[config.mk]
export PLATFORM = sky130hd
export DESIGN_NAME = frogger_level_sequencer
export DESIGN_NICKNAME = d
export VERILOG_FILES = /design/src/rtl/frogger_level_sequencer.sv
export SDC_FILE = /design/constraint.sdc
export NUM_CORES = 1
export LEC_CHECK = 0
export ABC_AREA = 0
export CAP_MARGIN = 20
export CORE_MARGIN = 2
export CORE_UTILIZATION = 60
export CTS_BUF_LIST = sky130_fd_sc_hd__clkbuf_8
export DETAILED_ROUTE_END_ITERATION = 10
export GPL_TIMING_DRIVEN = 1
export PLACE_DENSITY = 0.8
export SETUP_SLACK_MARGIN = 0.4
export SKIP_CTS_REPAIR_TIMING = 1
export SLEW_MARGIN = 20
export SYNTH_ARGS = -nofsm -noshare
export SYNTH_HDL_FRONTEND = slang
export SYNTH_SLANG_ARGS = --single-unit
[constraint.sdc]
create_clock -name CLOCK_50 -period 3 [get_ports CLOCK_50]
set_clock_uncertainty 0.05 [all_clocks]
set_input_delay 0.3 -clock CLOCK_50 [delete_from_list [all_inputs] [get_ports CLOCK_50]]
set_output_delay 0.3 -clock CLOCK_50 [all_outputs]
set_load 0.02 [all_outputs]
[src/rtl/frogger_level_sequencer.sv]
// Frogger level sequencer: start/level/win/game-over control plus the per-level lane tick.
// Tick period halves with every level; outputs decode only registered state.
module frogger_level_sequencer #(
  parameter int unsigned LEVELS_DATAWIDTH    = 2,
  parameter int unsigned MAX_LEVEL           = 3,
  parameter int unsigned PRESCALER_DATAWIDTH = 24,
  parameter int unsigned BASE_PERIOD         = 8000000
) (
  input  logic                        CLOCK_50,
  input  logic                        RESET_InHigh,
  input  logic                        start_InLow,
  input  logic                        goal_InHigh,
  input  logic                        game_over_InLow,
  output logic [LEVELS_DATAWIDTH-1:0] level_OutBUS,
  output logic                        tick_OutHigh,
  output logic                        level_up_OutHigh,
  output logic                        win_OutLow,
  output logic                        playing_OutHigh
);

  typedef enum logic [2:0] {
    StIdle,
    StPlaying,
    StLevelUp,
    StWin,
    StOver
  } stateType;

  localparam logic [PRESCALER_DATAWIDTH-1:0] BasePeriod = PRESCALER_DATAWIDTH'(BASE_PERIOD);
  localparam logic [LEVELS_DATAWIDTH-1:0]    MaxLevel   = LEVELS_DATAWIDTH'(MAX_LEVEL);

  stateType                       stateQ, stateD;
  logic [LEVELS_DATAWIDTH-1:0]    levelQ, levelD;
  logic [PRESCALER_DATAWIDTH-1:0] counterQ, counterD;
  logic                           startPrevQ;
  logic                           startEvent;
  logic [PRESCALER_DATAWIDTH-1:0] period;
  logic                           tickHit;

  assign startEvent = !start_InLow && startPrevQ;

  // High levels can shift the period down to zero; clamp so the tick fires every cycle.
  always_comb begin
    period = BasePeriod >> levelQ;
    if (period == '0) begin
      period = PRESCALER_DATAWIDTH'(1);
    end
  end

  assign tickHit = (counterQ == period - PRESCALER_DATAWIDTH'(1));

  always_comb begin
    stateD   = stateQ;
    levelD   = levelQ;
    counterD = '0;
    case (stateQ)
      StIdle, StWin, StOver: begin
        if (startEvent) begin
          stateD = StPlaying;
          levelD = '0;
        end
      end
      StPlaying: begin
        if (!game_over_InLow) begin
          stateD = StOver;
        end else if (goal_InHigh) begin
          if (levelQ == MaxLevel) begin
            stateD = StWin;
          end else begin
            stateD = StLevelUp;
            levelD = levelQ + LEVELS_DATAWIDTH'(1);
          end
        end else if (!tickHit) begin
          counterD = counterQ + PRESCALER_DATAWIDTH'(1);
        end
      end
      StLevelUp: begin
        stateD = StPlaying;
      end
      default: begin
        stateD = StIdle;
        levelD = '0;
      end
    endcase
  end

  always_ff @(posedge CLOCK_50 or posedge RESET_InHigh) begin
    if (RESET_InHigh) begin
      stateQ     <= StIdle;
      levelQ     <= '0;
      counterQ   <= '0;
      startPrevQ <= 1'b1;
    end else begin
      stateQ     <= stateD;
      levelQ     <= levelD;
      counterQ   <= counterD;
      startPrevQ <= start_InLow;
    end
  end

  assign level_OutBUS     = levelQ;
  assign tick_OutHigh     = (stateQ == StPlaying) && tickHit;
  assign level_up_OutHigh = (stateQ == StLevelUp);
  assign win_OutLow       = (stateQ != StWin);
  assign playing_OutHigh  = (stateQ == StPlaying) || (stateQ == StLevelUp);

endmodule

; Yosys cells after proc, flatten, opt, wreduce, memory -nomap -nowiden
; Cells that the tools add are included.
; W data, S select, Z words.
[totals]
regBits = 30
latch_bits = 0
mem_bits_rw = 0
mem_bits_ro = 0
in_bits = 5
output_inout_bits = 6
elab_cells = 45
memories = 0
[op_classes]
n_addsub = 3
n_mul = 0
div = 0
order_cmp = 0
eq_ne = 12
shift = 1
n_mux = 15
bitwise = 1
reduce_logical = 9
[ops]
columns = operator, n
row1 = $mux W24, 5
row2 = $add A24 B1 Y24 const B, 1
row3 = $eq A24 B24 Y1, 1
row4 = $logic_not A24 Y1, 1
row5 = $shr A23 B2 Y24 const A, 1
row6 = $sub A24 B1 Y24 const B, 1
row7 = $mux W3, 3
row8 = $pmux W3 S3, 1
row9 = $mux W2, 4
row10 = $ne A2 B2 Y1 const B, 4
row11 = $eq A3 B2 Y1 const B, 2
row12 = $pmux W2 S3, 1
row13 = $reduce_and A5 Y1, 1
row14 = $eq A3 B1 Y1 const B, 1
row15 = $eq A3 B3 Y1 const B, 1
row16 = $logic_not A3 Y1, 1
row17 = $ne A3 B2 Y1 const B, 1
row18 = $ne A3 B3 Y1 const B, 1
row19 = $reduce_or A3 Y1, 1
row20 = $add A2 B1 Y2 const B, 1
row21 = $eq A2 B2 Y1 const B, 1
row22 = $logic_and A1 B1 Y1, 2
row23 = $reduce_and A2 Y1, 1
row24 = $logic_not A1 Y1, 1
row25 = 3 further kinds, 3

; Logic depth before layout (Yosys ltp)
[logic_depth]
ltp_word = 9
ltp_mapped = 8

; Worst setup path after synthesis
; Ideal clock, no wire load.
[synth_timing]
path_kind = register to output
from = reg levelQ[0] (netlist: level_OutBUS[0])
to = out tick_OutHigh
arrival_ns = 2.058
t_required_ns = 2.650
setup_slack_ns = 0.592
stages_incl_launch_ff = 8
path_cell_list = dfrtp_1 inv_1 ha_1 xnor2_1 nor4_1 nand4_1 nor4_2 and2_1
[synth_between]
elab_chain_cells = 6
[synth_lines]
columns = element, line_no
row1 = "start, declared", 33  ; logic [LEVELS_DATAWIDTH-1:0] levelQ, levelD;
row2 = "start signal, assigned", 95  ; levelQ <= levelD;
row3 = $shr A23 B2 Y24 *, 44  ; period = BasePeriod >> levelQ;
row4 = $logic_not A24 Y1, 45  ; if (period == '0) begin
row5 = $mux W24 *, 45
row6 = $sub A24 B1 Y24 *, 50  ; assign tickHit = (counterQ == period - PRESCALER_DATAWIDTH'(1));
row7 = $eq A24 B24 Y1 *, 50
row8 = $logic_and A1 B1 Y1 *, 102  ; assign tick_OutHigh = (stateQ == StPlaying) && tickHit;
row9 = "end, declared", 15  ; output logic tick_OutHigh,
; Every way passes the cells marked *; elsewhere a longest branch is shown, timed or not.

; Final worst setup path
; Ends and elaborated chain as after synthesis.

==> key figures <==
Run status
  – Status: completed

Route
  – Wire length per cell: 18.5 um
  – DRC Markers: 0
  – DR vias/cell: 6.23
  – Drt initial violations: 131
  – Final antenna-violating net count: 0
  – DR vias: 1552
  – Final WL: 4.61 mm
  – Pre-antenna DRT Iters: 4

Timing
  – Slew at the pin closest to its max-slew limit: 0.652 ns
  – Unrepaired setup endpoints after global routing: true
  – Final hold violations: 0
  – Setup Viol. Count Final: 0
  – Setup TNS: 0 ns
  – Period utilization: 0.861
  – Max Slew Vio Count: 0
  – Max_slew headroom: 0.565
  – Final min period: 2.58 ns
  – Highest Clock Rate: 387 MHz
  – Worst hold margin: 0.346 ns

Placed design
  – PortBufs: 10
  – # placed instances: 238
  – DP Area: 2010 sq um
  – Detailed placement HPWL: 2.87 mm
  – GP Congestion: 0.868

Clocking
  – Max Root-Sink Buffers: 2
  – Root Buffer Master: clkbuf_8
  – Clk sinks: 30
  – CTS Buf Count: 5
  – Later-pin clock latency in the skew report: 0.29 ns
  – CTS HTree Levels: 2
  – Clock transition at path regs: 0.07 ns
  – CTS tree: yes

Setup path
  – Critical Path End Type: output pin
  – Worst-path cell chain: buf_6, ha_4, nor2b_4, nor4b_4, xnor2_2, nor4_4, and2_1, buf_6
  – Crit-path most repeated cell: buf_6
  – Element type at the critical path start: flop
  – Reg-to-Reg Start: level_OutBUS[0]$_DFFE_PP0P_
  – Critical path's largest stage delay: 0.45 ns
  – Reg2Reg Capture Point: counterQ[11]$_DFF_PP0_
  – Crit path max fanout: 5
  – Data required, critical path: 2.65 ns
  – Worst Path Buf+Inv: 2
  – Critical path's top delay family: simple AND/OR/NAND/NOR gates
  – CP Data Arrival Time: 2.23 ns
  – CP max stage cell: dfrtp_2
  – Crit Path Class: flop to output pin
  – Worst r2r path cells: 8
  – R2r setup slk: 0.73 ns

Synth
  – Mapped Cells: 201
  – Netlist cell types: 39
  – Seq/Total Area, Yosys: 0.400
  – Synthesized Nets: 214
  – Yosys reg bits: 30
  – Synth area leaders: dfrtp_1 (39%), xnor2_1 (8.4%), nor3_1 (5.9%)
  – Synth Cell Area: 1880 sq um
  – Yosys warns: 0
  – Post-synth top area cell: dfrtp_1
  – Syn avg cell area: 9.34 sq um
  – Top cell type's share of synthesized area: 0.386

Pwr
  – Cell Pwr Density: 551 nW/um^2
  – Sw frac: 0.348
  – Share of total power in combinational logic: 0.344
  – Clock share of power: 0.276
  – LEAKAGE: 0.859 nW
  – Reg power frac: 0.381
  – Sw Pwr: 0.000430 W
  – Maximum vdd drop: 435 uV
  – Internal Power: 0.000807 W

Layout
  – Most frequent cells in the layout: dfrtp_1 (27), nor3_1 (21), xnor2_1 (17)
  – FILL cells: 199
  – Most common cell after layout, fill and taps aside: dfrtp_1
  – Post-route design area: 2240 sq um
  – Syn-to-layout area delta: 19.5%
  – Share of cells above drive strength 1: 0.222
  – Antenna diode count: 0
  – Number of nets in the layout: 228
  – Final non-filler cell total: 249

Floorplan
  – Chip width: 59.9 um
  – Core ar.: 3000 sq um
  – IO Pins: 11
  – Row count: 20
  – Die extent in y: 59.9 um
  – Die ar.: 3590 sq um
  – Initial core utilization: 0.625

GRT
  – First-pass GRT wire length: 7.02 mm
  – GRT Residual Overflow: 0
  – Total global-route track usage: 0.271
  – Pin count of the biggest net entering global routing: 22
  – Initial antenna violation count: 0
  – Vias in the first global route: 1511

Run
  – Max_cap viols: 0

Min path
  – Hold Crit Class: input port to async pin
[synth_stat cells (all sizes together)]
library cell and n:
nor4 6, clkbuf 7, nand3b 3, or3 2, nor3 27, nor4b 1
o32ai 1, nand3 12, and3 5, xnor2 18, nand4 4, xor2 10
o2111ai 1, nor3b 1, or2 1, nor2 15, and2 1, inv 11
buf 3, dfstp 1, mux2i 1, a31oi 3, o21ai 3, dfrtp 29
o22ai 2, o21ba 1, nand2b 5, a21oi 3, or4 1, ha 8
nor2b 1, nand2 13, mux2 1
[logic make-up (layout without fill, tap and decap cells)]
kind of cell               Yosys count  in the layout  synth area share
muxes                                2              2            0.0113
AOI/OAI and AO/OA                   14             14            0.0473
adders and majority gates            8              8            0.0533
DFF                                 30             30             0.400
xor gates and xnor gates            28             28             0.131
and+or+nand+nor                     98             98             0.310
buffers and inverters               21             36            0.0473
[sequential cells by signal, summed over array words and instances (netlist names)]
| register | count |
|---|---|
| counterQ | 24 |
| stateQ | 3 |
| level_OutBUS | 2 |
| startPrevQ | 1 |
[layer usage]
metal,track usage,vias up,wire length [um]
li1,-,715,-
met1,0.349,757,1880
met2,0.430,60,2340
met3,0.0844,20,248
met4,0.0921,0,136
met5,0,-,0
[cell type report]
type | instances | area, sq um | area share
Multi-Input combinational cell | 150 | 1160 | 0.515
Sequential cell | 30 | 754 | 0.336
Timing Repair Buffer | 17 | 158 | 0.0702
Clock buffer | 6 | 82.6 | 0.0368
Inverter | 11 | 43.8 | 0.0195
Tap cell | 33 | 41.3 | 0.0184
Clock inverter | 2 | 8.76 | 0.00390
[power by group through the flow]
| stage | sequential (W) | combinational, W | clock [W] |
|---|---|---|---|
| final | 0.000471 | 0.000425 | 0.000341 |
| after global placement | 0.000464 | 0.000273 | 0 |
| after CTS | 0.000461 | 0.000298 | 0.000344 |
| after detailed placement | 0.000468 | 0.000293 | 0 |
| after floorplan | 0.000476 | 0.000180 | 0 |
| after global routing | 0.000474 | 0.000447 | 0.000361 |
[worst max-delay path by stage]
stage                                     start           end  cells past startpoint  slack, ns
floorplan           level_OutBUS[0]$_DFFE_PP0P_  tick_OutHigh                      7       0.59
global placement    level_OutBUS[1]$_DFFE_PP0P_  tick_OutHigh                      8       0.24
detailed placement  level_OutBUS[1]$_DFFE_PP0P_  tick_OutHigh                      8       0.11
CTS                 level_OutBUS[1]$_DFFE_PP0P_  tick_OutHigh                      8      -0.24
global route        level_OutBUS[0]$_DFFE_PP0P_  tick_OutHigh                      8       0.35
finish              level_OutBUS[0]$_DFFE_PP0P_  tick_OutHigh                      8       0.42
[metrics by stage]
stage	setup slack [ns]	util	power, W
floorplan	0.592	-	0.000656
global placement	0.241	0.670	0.000737
detailed placement	0.113	0.670	0.000761
CTS	-0.240	0.700	0.00110
global route	0.348	0.748	0.00128
finish	0.418	0.748	0.00124
No activity file was read; power rests on OpenSTA's default activity.
